`config.mk`:
```
export PLATFORM = sky130hd
export DESIGN_NAME = fetch_stage
export DESIGN_NICKNAME = d
export VERILOG_FILES = /design/src/rtl/fetch_stage_pkg.sv /design/src/rtl/fetch_stage_npc.sv /design/src/rtl/fetch_stage.sv
export SDC_FILE = /design/constraint.sdc
export NUM_CORES = 1
export LEC_CHECK = 0
export ABC_AREA = 1
export BUFFER_PORTS_ARGS = -buffer_cell sky130_fd_sc_hd__buf_2
export CAP_MARGIN = 30
export CORE_MARGIN = 3
export CORE_UTILIZATION = 55
export CTS_BUF_LIST = sky130_fd_sc_hd__clkbuf_4 sky130_fd_sc_hd__clkbuf_8 sky130_fd_sc_hd__clkbuf_16
export CTS_CLUSTER_SIZE = 28
export DETAILED_ROUTE_END_ITERATION = 6
export PLACE_DENSITY = 0.83
export SYNTH_ARGS = -nofsm -noshare
export SYNTH_HDL_FRONTEND = slang
export SYNTH_SLANG_ARGS = --single-unit
```
`constraint.sdc`:
```
create_clock -name clk -period 3.5 [get_ports clk]
set_clock_uncertainty 0.15 [all_clocks]
set_input_delay 0.35 -clock clk [delete_from_list [all_inputs] [get_ports clk]]
set_output_delay 0.35 -clock clk [all_outputs]
set_load 0.02 [all_outputs]
```
`src/rtl/fetch_stage_pkg.sv`:
```
// Shared constants and types for the P5 fetch stage.
package fetch_stage_pkg;

   localparam logic [31:0] PC_RESET_DEF   = 32'h0000_3000;
   localparam int unsigned IMEM_DEPTH_DEF = 4096;
   localparam logic [31:0] NOP_INSTR_DEF  = 32'h0000_0000;

   localparam int unsigned WORD_W  = 32;
   localparam int unsigned SEL_W   = 2;
   localparam int unsigned IMM16_W = 16;
   localparam int unsigned IDX26_W = 26;

   // Next-PC source selected by the ID stage.
   typedef enum logic [SEL_W-1:0] {
      NPC_PC4 = 2'd0,
      NPC_BR  = 2'd1,
      NPC_J   = 2'd2,
      NPC_JR  = 2'd3
   } npc_sel_e;

   // IF/ID pipeline register payload.
   typedef struct packed {
      logic [WORD_W-1:0] instr;
      logic [WORD_W-1:0] pc;
      logic [WORD_W-1:0] pc8;
   } ifid_t;

   // Branch offset: sign-extended word offset converted to bytes.
   function automatic logic [WORD_W-1:0] br_offset(input logic [IMM16_W-1:0] imm);
      return {{(WORD_W-IMM16_W-2){imm[IMM16_W-1]}}, imm, 2'b00};
   endfunction

endpackage

```
`src/rtl/fetch_stage_npc.sv`:
```
// Combinational next-PC selection; all redirect targets are relative to pc_d.
module fetch_stage_npc
   import fetch_stage_pkg::*;
(
   input  logic [WORD_W-1:0]  pc_f,
   input  logic [WORD_W-1:0]  pc_d,
   input  logic [SEL_W-1:0]   npc_sel,
   input  logic               br_taken,
   input  logic [IMM16_W-1:0] imm16_d,
   input  logic [IDX26_W-1:0] idx26_d,
   input  logic [WORD_W-1:0]  jr_target_d,
   output logic [WORD_W-1:0]  npc
);

   logic [WORD_W-1:0] pc4_f;
   logic [WORD_W-1:0] br_target;
   logic [WORD_W-1:0] j_target;

   assign pc4_f     = pc_f + 32'd4;
   assign br_target = pc_d + 32'd4 + br_offset(imm16_d);
   assign j_target  = {pc_d[31:28], idx26_d, 2'b00};

   // Select the redirect target; untaken branches fall through to pc_f+4.
   always_comb begin
      npc = pc4_f;
      case (npc_sel_e'(npc_sel))
         NPC_PC4: npc = pc4_f;
         NPC_BR:  npc = br_taken ? br_target : pc4_f;
         NPC_J:   npc = j_target;
         NPC_JR:  npc = jr_target_d;
         default: npc = pc4_f;
      endcase
   end

endmodule

```
`src/rtl/fetch_stage.sv`:
```
// IF stage: PC register, instruction-memory addressing and IF/ID register.
module fetch_stage
   import fetch_stage_pkg::*;
#(
   parameter logic [31:0] PC_RESET   = PC_RESET_DEF,
   parameter int unsigned IMEM_DEPTH = IMEM_DEPTH_DEF,
   parameter logic [31:0] NOP_INSTR  = NOP_INSTR_DEF
) (
   input  logic                          clk,
   input  logic                          reset,
   input  logic                          stall,
   input  logic                          flush_d,
   input  logic [SEL_W-1:0]              npc_sel,
   input  logic                          br_taken,
   input  logic [IMM16_W-1:0]            imm16_d,
   input  logic [IDX26_W-1:0]            idx26_d,
   input  logic [WORD_W-1:0]             jr_target_d,
   output logic [$clog2(IMEM_DEPTH)-1:0] imem_addr,
   input  logic [WORD_W-1:0]             imem_rdata,
   output logic [WORD_W-1:0]             pc_f,
   output logic [WORD_W-1:0]             instr_d,
   output logic [WORD_W-1:0]             pc_d,
   output logic [WORD_W-1:0]             pc8_d,
   output logic                          addr_err_f
);

   localparam int unsigned ADDR_W   = $clog2(IMEM_DEPTH);
   localparam logic [32:0] PC_LIMIT = 33'(PC_RESET) + 33'(IMEM_DEPTH) * 33'd4;

   logic [WORD_W-1:0] npc;
   logic [WORD_W-1:0] pc_off;
   ifid_t             ifid_q;

   fetch_stage_npc u_npc (
      .pc_f        (pc_f),
      .pc_d        (ifid_q.pc),
      .npc_sel     (npc_sel),
      .br_taken    (br_taken),
      .imm16_d     (imm16_d),
      .idx26_d     (idx26_d),
      .jr_target_d (jr_target_d),
      .npc         (npc)
   );

   assign pc_off     = pc_f - PC_RESET;
   assign imem_addr  = ADDR_W'(pc_off >> 2);
   assign addr_err_f = (pc_f[1:0] != 2'b00) || (pc_f < PC_RESET) ||
                       ({1'b0, pc_f} >= PC_LIMIT);

   // PC and IF/ID update; stall holds everything and beats flush.
   always_ff @(posedge clk) begin
      if (!reset) begin
         pc_f         <= PC_RESET;
         ifid_q.instr <= NOP_INSTR;
         ifid_q.pc    <= PC_RESET;
         ifid_q.pc8   <= PC_RESET + 32'd8;
      end else if (!stall) begin
         pc_f         <= npc;
         ifid_q.instr <= (flush_d || addr_err_f) ? NOP_INSTR : imem_rdata;
         ifid_q.pc    <= pc_f;
         ifid_q.pc8   <= pc_f + 32'd8;
      end
   end

   assign instr_d = ifid_q.instr;
   assign pc_d    = ifid_q.pc;
   assign pc8_d   = ifid_q.pc8;

endmodule

```
==> qor.csv, run 1 <==
metric,value,unit
Slew headroom,0.500,
clock insertion delay at the later pin of the skew report,440,ps
maximum vdd drop,0.000383,V
# Post-CTS Setup Buffers,0,
synthesized area per cell,6.19,um2
max_cap viols,0,
"Cell Area, Synth",9170,um2
clock-pin slew on the worst setup and hold paths,70,ps
Vias/cell,5.62,
RSZ-0062 raised after global routing,no,
Die Y,135,um
layout net count,1880,
finished layout cell area,11200,um2
Clock Tree Root,clkbuf_16,
number of synthesized flops with an enable pin,0,
vias in the first global route,9808,
Least-Margin Pin Slew,749,ps
# resized after CTS,0,
# diodes,0,
register bit count reported by yosys,125,
leakage power,6.00,nW
placement row count,46,
sequential power share,0.351,
Starting DRT DRC Count,1309,
hold slack,-5.03,ps
maximum clock rate,348,MHz
Synth Instances,1480,
Worst EP arrival,3070,ps
area post-placement,10500,um2
clock sinks,125,
CP startpoint kind,register,
# DRC,0,
clock share of power,0.388,
Critical Setup Path Class,reg2reg,
ratio of final minimum period to clock period,0.820,
filler cell count,1471,
syn nets,1655,
final hold violation count,6,
CTS Buf Count,17,
hold crit path type,in2reg,
Worst Setup End Kind,register,
first-pass GRT wire length,51.8,mm
failing checks,negative hold slack,
grt total ovfl,0,
dpl hpwl,26.0,mm
Starting Density,0.569,
Logic pwr share,0.260,
Switching Fraction,0.379,
Buffers on Ports,253,
die width,135,um
die area,18300,um2
H-tree depth,4,
Crit Path Max Fanout,4,
Vias,10900,
DR WL/cell,17.5,um
post-route ant nets,0,
fraction of registers with async set or reset after synthesis,0,
outcome,"finished, violations left",
largest net degree at the start of global routing,85,
WP data required,3700,ps
final setup fails,0,
power per cell area,415,nW/um2
Max Root-Sink Buffers,2,
Synth cell types,44,
I/O pin cnt,254,
NetSw,1.76,mW
final WL,33.9,mm
Int Pwr,2.89,mW
Tmin final,2870,ps
drt first pass iters,6,
CTS tree,done,
core box area,16100,um2
initial antenna violation count,1,
GRT Overall Usage,0.362,
Final TNS setup,0,ps
fin. max-slew vios,0,
YS warnings,0,
Synth Flop Type,dfxtp_1,
GPL Wtd Cong,0.999,
post-synthesis sequential area ratio,0.273,
synthesis-to-layout area growth,22.0,%
share of layout cells above drive strength 1,0.192,
CTS Hold Bufs,6,
==> registers in the layout, summed over array words and instances (netlist names) <==
name     count
instr_d     32
pc_d        32
pc_f        32
pc8_d       29
==> power groups by stage <==
stage / clock (mW) / combinational, mW / sequential [mW]
2_1_floorplan: 0 / 0.678 / 1.74
3_3_place_gp: 0 / 1.16 / 1.66
3_5_place_dp: 0 / 1.18 / 1.66
4_1_cts: 1.79 / 1.19 / 1.63
5_1_grt: 1.86 / 1.33 / 1.64
6_report: 1.80 / 1.21 / 1.63
==> layout make-up <==
cell class | count | area, um2 | area share
Multi-Input combinational cell | 1054 | 5480 | 0.489
Sequential cell | 125 | 2500 | 0.224
Timing Repair Buffer | 272 | 1460 | 0.130
Inverter | 235 | 885 | 0.0791
Clock buffer | 17 | 425 | 0.0380
Tap cell | 216 | 270 | 0.0242
Clock inverter | 15 | 173 | 0.0154
==> worst max-delay path, stage by stage, from the launching register on <==
cell and delay (ps):
dfxtp_1 400, inv_1 80, ha_1 180, inv_1 70
ha_1 190, inv_1 60, fa_1 400, inv_1 120
nand3_1 80, nand3_1 160, nand3_1 90, nand3_1 160
nand2_1 120, nand3_1 90, nand3_1 120, nand2_1 120
nand4_1 80, nand2_1 90, inv_1 30
==> worst paths after layout <==
check | cells after the start | slack [ps] | end | startpoint
worst max-delay path | 18 | 630 | pc_f[23] | pc_d[2]
worst min register to register | 2 | 300 | pc8_d[3] | pc8_d[3]
worst max register to register | 18 | 630 | pc_f[23] | pc_d[2]
worst min-delay path | 3 | -5 | instr_d[25] | imem_rdata[25]
==> per-layer routing <==
metal	routed length [um]	share of wire	vias to the layer above	GRT usage
met5	13	0.00038	-	0
met4	1880	0.056	2	0.191
met3	3830	0.11	134	0.0779
met2	15300	0.45	721	0.580
met1	12900	0.38	4826	0.457
li1	-	-	5195	-
==> per-stage QoR <==
| stage | utilization | total power [mW] | setup WS (ps) | cells |
|---|---|---|---|---|
| floorplan | - | 2.42 | 983 | 1480 |
| global placement | 0.652 | 2.82 | 647 | 1895 |
| detailed placement | 0.653 | 2.83 | 669 | 1896 |
| CTS | 0.694 | 4.61 | 665 | 1934 |
| global route | 0.694 | 4.83 | 366 | 1934 |
| finish | 0.694 | 4.64 | 630 | 1934 |
==> synth_stat cells (all sizes together) (10+ instances only) <==
cell,instances,area (um2)
nand2,389,1470
inv,232,871
nor2,153,619
o21ai,128,641
a21oi,125,626
dfxtp,125,2500
nand3,65,325
ha,61,763
clkbuf,43,161
xor2,31,272
buf,23,146
nand4,21,131
a22o,16,140
nor3,14,96.4
o211ai,10,75.1
==> cells by family after synthesis <==
group | synth area share
and+or+nand+nor | 0.294
AOI/OAI and AO/OA | 0.182
buffers and inverters | 0.130
DFF | 0.273
adders and majority gates | 0.0854
xor gates and xnor gates | 0.0353
==> cell usage in the layout, fill, tap and decap left out, types with 3 or more instances in the layout <==
cell type / count
clkinv_1: 3
nand2_1: 386
buf_4: 11
o2111ai_1: 3
nor3_2: 3
buf_2: 253
a22o_1: 16
a31oi_1: 5
nand2_2: 3
dlygate4sd3_1: 6
inv_2: 5
nand4_1: 21
ha_1: 61
o21bai_1: 4
inv_8: 5
inv_6: 3
dfxtp_1: 125
o211ai_1: 10
a21oi_1: 125
nor2_1: 137
nor2_2: 15
nor3_1: 10
o21ai_0: 124
xor2_1: 31
nor4_1: 4
clkinv_8: 4
clkbuf_16: 17
xnor2_1: 6
o21ai_1: 4
inv_1: 226
nand3_1: 65
(Power assumes the default switching activity.)
==> run 2, diff against run 1 <==
- ABC_AREA: 1 -> 0
- CORE_UTILIZATION: 55 -> 53
- PLACE_DENSITY: 0.83 -> 0.81
- clock period: 3.5 -> 2.65 ns (I/O delays scaled with it)
==> run 2 against run 1 <==
Compared with the run above: the flow finishes with violations (negative setup slack); area after synthesis is 4.9% lower; first-iteration DRC count is 28% lower; power is 27% higher; sequential cell count stayed put; critical endpoint is now pc_f[29]; largest cell class unchanged; largest power group unchanged.
==> qor.csv, run 2 <==
metric,value,unit
Worst Setup End Kind,register,
Tmin final,2750,ps
GR peak layer,met2,
R2R depth,13,
RSZ-0062 raised after global routing,yes,
die width,134,um
reg2reg end,pc_f[29],
pre-CTS setup slack,-241,ps
WP data required,2800,ps
clock-pin slew on the worst setup and hold paths,60,ps
final WL,31.5,mm
placed insts,1551,
met1 usage,0.420,
share of layout cells above drive strength 1,0.360,
Final TNS setup,-484,ps
Slew headroom,0.614,
register bit count reported by yosys,125,
maximum vdd drop,0.000440,V
dpl hpwl,22.0,mm
clock sinks,125,
outcome,"finished, violations left",
largest family of logic cells by synthesized area,simple AND/OR/NAND/NOR gates,
synthesized area per cell,8.16,um2
most frequent cell after synthesis,dfxtp_1,
maximum clock rate,364,MHz
Commonest cells post-synth,"dfxtp_1 (125), nand2_1 (105), o21ai_0 (81), nor2b_1 (67), clkbuf_1 (62)",
first-pass GRT wire length,48.6,mm
Synth Instances,1068,
cells along the critical path,ha_4 > ha_4 > inv_2 > fa_2 > nand2b_4 > a21oi_4 > o2111ai_2 > nand4_1 > nand2_2 > buf_4 > o21ai_4 > mux2i_1 > o211ai_1,
post-route ant nets,0,
failing checks,negative setup slack,
syn nets,1243,
max_cap viols,0,
CTS Buf Count,17,
most frequent cells in the layout,"buf_2 (252), dfxtp_1 (117), buf_4 (115)",
"most common cell after layout, fill and taps aside",buf_2,
final hold violation count,0,
origin of the critical flop-to-flop path,pc_d[3],
fin. max-slew vios,0,
Starting Density,0.545,
leakage power,5.60,nW
drt first pass iters,6,
Critical Setup Path Class,reg2reg,
main area contributors after synthesis,"dfxtp_1 (29%), ha_1 (8.8%), mux2i_1 (4.9%), nor2b_1 (4.8%), o21ai_0 (4.6%)",
I/O pin cnt,254,
Vias,9740,
filler cell count,1179,
post-synthesis simple-gate area fraction,0.224,
multiplexer share of the synthesized area,0.0713,
Worst Setup EP,pc_f[29],
cell mode on critical path,ha_4,
core box area,16000,um2
vias in the first global route,9513,
Crit Path Max Fanout,3,
crit-path leading delay family,adder cells,
GRT Overall Usage,0.336,
placement row count,46,
xor and xnor area share after synthesis,0.0643,
CP startpoint kind,register,
Starting DRT DRC Count,937,
number of synthesized flops with an enable pin,0,
multi-input logic area,6140,um2
initial antenna violation count,0,
# DRC,0,
die area,18000,um2
CP peak stage delay,350,ps
YS warnings,0,
Vias/cell,6.00,
fraction of registers with async set or reset after synthesis,0,
Synth cell types,73,
Worst EP arrival,2900,ps
DR WL/cell,19.4,um
synthesis-to-layout area growth,38.4,%
Storage cell area,2520,um2
Post-Synth Adder-Cell Area,0.0898,
share of the synthesized area in the top cell type,0.287,
largest net degree at the start of global routing,79,
clock insertion delay at the later pin of the skew report,430,ps
Buffers on Ports,253,
Least-Margin Pin Slew,578,ps
R2R Setup Slk,-100,ps
met3 GRT Util,0.0581,
final setup fails,9,
layout net count,1568,
final worst setup slack,-97.6,ps
Die Y,134,um
met2 GRT Util,0.565,
Compound-Gate Fraction of Synth Area,0.208,
"non-filler cells, final",1623,
hold crit path type,in2reg,
grt total ovfl,0,
Worst Path Buf+Inv,2,
ratio of final minimum period to clock period,1.04,
Max Root-Sink Buffers,2,
H-tree depth,4,
Clock Tree Root,clkbuf_16,
power per cell area,487,nW/um2
critical path depth,13,
crit path from,pc_d[3],
GPL Wtd Cong,0.974,
Synth Flop Type,dfxtp_1,
"Cell Area, Synth",8720,um2
CP max stage cell,dfxtp_4,
post-synthesis sequential area ratio,0.287,
Yosys top cell by area,dfxtp_1,
CTS tree,done,
==> run 2: changes by cell type after synthesis, sizes merged, moves of 19 or more <==
cell / previous run / this run
and2: 1 / 26
mux2i: 0 / 43
a21oi: 125 / 56
nor2b: 0 / 67
nor2: 153 / 52
nand2: 389 / 105
xnor2: 6 / 37
a22oi: 2 / 35
nand3: 65 / 24
clkbuf: 43 / 62
inv: 232 / 15
o21ai: 128 / 85
==> run 2: layer usage <==
metal | vias to the layer above | share of wire
met5 | - | 0
met1 | 4553 | 0.39
met4 | 0 | 0.043
li1 | 4477 | -
met3 | 123 | 0.087
met2 | 587 | 0.48
==> run 2: area by class of cell <==
| class | count | share of cell area |
|---|---|---|
| Clock buffer | 17 | 0.0353 |
| Timing Repair Buffer | 402 | 0.207 |
| Clock inverter | 15 | 0.0125 |
| Tap cell | 216 | 0.0224 |
| Inverter | 16 | 0.00498 |
| Sequential cell | 125 | 0.209 |
| Antenna cell | 1 | 0.000207 |
| Multi-Input combinational cell | 831 | 0.509 |
==> run 2: report_power, final <==
part	leakage [nW]	internal, mW	switching, mW	total [mW]
combinational	4.30	0.660	0.855	1.52
clock	0.274	1.32	0.990	2.31
sequential	1.02	1.96	0.0908	2.05
==> run 2: logic make-up after synthesis <==
family	count (synthesis)
and+or+nand+nor	367
buffers and inverters	112
adders and majority gates	62
AOI/OAI and AO/OA	278
xor gates and xnor gates	64
DFF	125
muxes	60
==> run 2: timing repair <==
item / in CTS / in global routing
endpoints found under the setup margin: 13 / 17
setup buffers: 4 / 6
pin swaps: 30 / 40
hold buffers: 31 / 0
resized for setup: 35 / 33
endpoints found under the hold margin: 31 / 0
==> run 2: metrics by stage <==
stage | hold slack, ps | power (mW) | utilization | instance area (um2)
global placement | 303 | 3.40 | 0.673 | 10800
detailed placement | 316 | 3.43 | 0.673 | 10800
global route | 10.3 | 6.08 | 0.754 | 12100
CTS | 2.46 | 5.78 | 0.741 | 11900
floorplan | 281 | 2.90 | - | 8800
finish | 8.67 | 5.88 | 0.754 | 12100
==> run 2: worst min path at each step <==
stage	startpoint	to	slack [ps]	cells past startpoint
floorplan	imem_rdata[0]	instr_d[0]	280	2
global placement	pc8_d[12]	pc8_d[12]	300	2
finish	jr_target_d[0]	pc_f[0]	9	3
detailed placement	pc8_d[7]	pc8_d[7]	320	1
CTS	jr_target_d[0]	pc_f[0]	2	3
global route	jr_target_d[0]	pc_f[0]	10	3
==> run 2: worst reg2reg max path: cells and delay by family, from the launching register on <==
kind                       cells  cell delay (ps)
AOI/OAI and AO/OA              4              520
adders and majority gates      3              750
buffers and inverters          2              210
DFF                            1              350
muxes                          1              200
and+or+nand+nor                3              450
==> run 3, diff against run 2 <==
- CORE_MARGIN: 3 -> not set
==> run 3 against run 2 <==
Compared with the run above: the run still ends with negative setup slack left; critical path depth grew 1; global-route usage is 2.0 points higher; count of clock-buffer cells in the layout stayed put; cell count rose by 0.37%; wire length down 0.85%; sequential power is essentially flat; sequential share of layout area decreased by 0.30 points; sequential cell count unchanged; power is 4.5% higher; first-iteration DRC count fell by 3.6%; largest cell class unchanged.
==> qor.csv, run 3 (synthesized netlist as in run 2, its figures left out) <==
metric,value,unit
fin. max-slew vios,0,
Starting Density,0.545,
GPL Wtd Cong,0.942,
Switching Fraction,0.322,
CTS tree,done,
die area,17000,um2
WP data required,2820,ps
Worst EP arrival,3000,ps
Worst Path Buf+Inv,3,
grt total ovfl,0,
GRT Overall Usage,0.357,
# diodes,0,
Die Y,130,um
largest net degree at the start of global routing,107,
clock-pin slew on the worst setup and hold paths,70,ps
clock share of power,0.414,
# DRC,0,
max_cap viols,0,
R2R Setup Slk,-180,ps
hold crit path type,in2reg,
Buffers on Ports,253,
crit-path leading delay family,adder cells,
R2R depth,14,
ratio of final minimum period to clock period,1.07,
clock insertion delay at the later pin of the skew report,430,ps
met2 wire length,14.6,mm
hold slack,22.3,ps
crit path from,pc_d[3],
"most common cell after layout, fill and taps aside",buf_2,
final worst setup slack,-175,ps
Int Pwr,4.16,mW
reg2reg end,pc_f[31],
H-tree depth,4,
synthesis-to-layout area growth,40.9,%
CP max stage cell,fa_2,
post-route ant nets,0,
core box area,16000,um2
power per cell area,500,nW/um2
final setup fails,8,
CP peak stage delay,360,ps
layout net count,1575,
placed insts,1556,
origin of the critical flop-to-flop path,pc_d[3],
Vias,9719,
M1 wire length,12.7,mm
"non-filler cells, final",1629,
critical path depth,14,
dpl hpwl,21.2,mm
RSZ-0062 raised after global routing,yes,
cells along the critical path,ha_4 > ha_4 > inv_2 > fa_2 > nand2b_4 > a21oi_4 > o2111ai_4 > nand4_1 > buf_4 > a311oi_2 > buf_4 > o21a_1 > nor2_2 > o21ai_2,
maximum clock rate,354,MHz
Logic pwr share,0.252,
finished layout cell area,12300,um2
Tmin final,2830,ps
DR WL/cell,19.2,um
Crit Path Max Fanout,3,
most frequent cells in the layout,"buf_2 (252), buf_4 (121), dfxtp_1 (110)",
sequential power share,0.334,
NetSw,1.98,mW
I/O pin cnt,254,
final hold violation count,0,
pre-CTS setup slack,-257,ps
Critical Setup Path Class,reg2reg,
CP startpoint kind,register,
Worst Setup End Kind,register,
CTS Buf Count,17,
placement row count,46,
outcome,"finished, violations left",
clock sinks,125,
vias in the first global route,9132,
DR top layer,met4,
DR WL met3,2.60,mm
Final TNS setup,-733,ps
Worst Setup EP,pc_f[31],
maximum vdd drop,0.000507,V
first-pass GRT wire length,46.7,mm
Least-Margin Pin Slew,741,ps
Max Root-Sink Buffers,2,
drt first pass iters,5,
initial antenna violation count,0,
leakage power,5.68,nW
share of layout cells above drive strength 1,0.372,
Clock Tree Root,clkbuf_16,
Slew headroom,0.506,
final WL,31.2,mm
Starting DRT DRC Count,903,
die width,130,um
Vias/cell,5.97,
area post-placement,10800,um2
failing checks,negative setup slack,
==> run 3: worst register-to-register path: stages (launching register included) <==
cell and delay [ps]:
dfxtp_4 350, ha_4 270, ha_4 120, inv_2 40
fa_2 360, nand2b_4 180, a21oi_4 180, o2111ai_4 140
nand4_1 170, buf_4 130, a311oi_2 70, buf_4 180
o21a_1 200, nor2_2 120, o21ai_2 60
==> run 3: metrics by stage <==
step                total power [mW]  utilization
floorplan                       2.90            -
global placement                3.41        0.675
detailed placement              3.44        0.675
CTS                             6.01        0.741
global route                    6.35        0.768
finish                          6.14        0.768
==> run 3: layout make-up <==
class,count,area (um2)
Clock buffer,17,425
Clock inverter,15,201
Fill cell,1128,3720
Timing Repair Buffer,409,2550
Tap cell,216,270
Multi-Input combinational cell,831,6250
Sequential cell,125,2530
Inverter,16,60.1
==> run 3: per-layer routing <==
layer	GRT usage	vias to the layer above
li1	-	4489
met1	0.446	4552
met2	0.588	557
met3	0.0689	121
met4	0.174	0
met5	0	-
==> run 3: worst min-delay path by stage <==
| stage | depth (start not counted) | startpoint | endpoint | slack, ps |
|---|---|---|---|---|
| after global routing | 3 | jr_target_d[0] | pc_f[0] | 20 |
| after CTS | 3 | jr_target_d[0] | pc_f[0] | 1 |
| after global placement | 2 | pc8_d[12] | pc8_d[12] | 310 |
| final | 3 | jr_target_d[1] | pc_f[1] | 20 |
| after floorplan | 2 | imem_rdata[0] | instr_d[0] | 280 |
| after detailed placement | 1 | pc8_d[7] | pc8_d[7] | 320 |
==> run 3: timing repair <==
| action | CTS | global route |
|---|---|---|
| pin swaps | 16 | 46 |
| buffers inserted | 2 | 9 |
| gates resized for setup | 21 | 63 |
| hold buffers | 32 | 0 |
| endpoints found under the setup margin | 14 | 26 |
| hold endpoints to repair | 32 | 0 |
==> run 3: power groups by stage <==
stage / clock, mW / sequential, mW / combinational, mW
4_1_cts: 2.54 / 2.04 / 1.42
5_1_grt: 2.64 / 2.05 / 1.66
6_report: 2.54 / 2.05 / 1.55
3_5_place_dp: 0 / 2.08 / 1.35
3_3_place_gp: 0 / 2.08 / 1.33
2_1_floorplan: 0 / 2.16 / 0.744
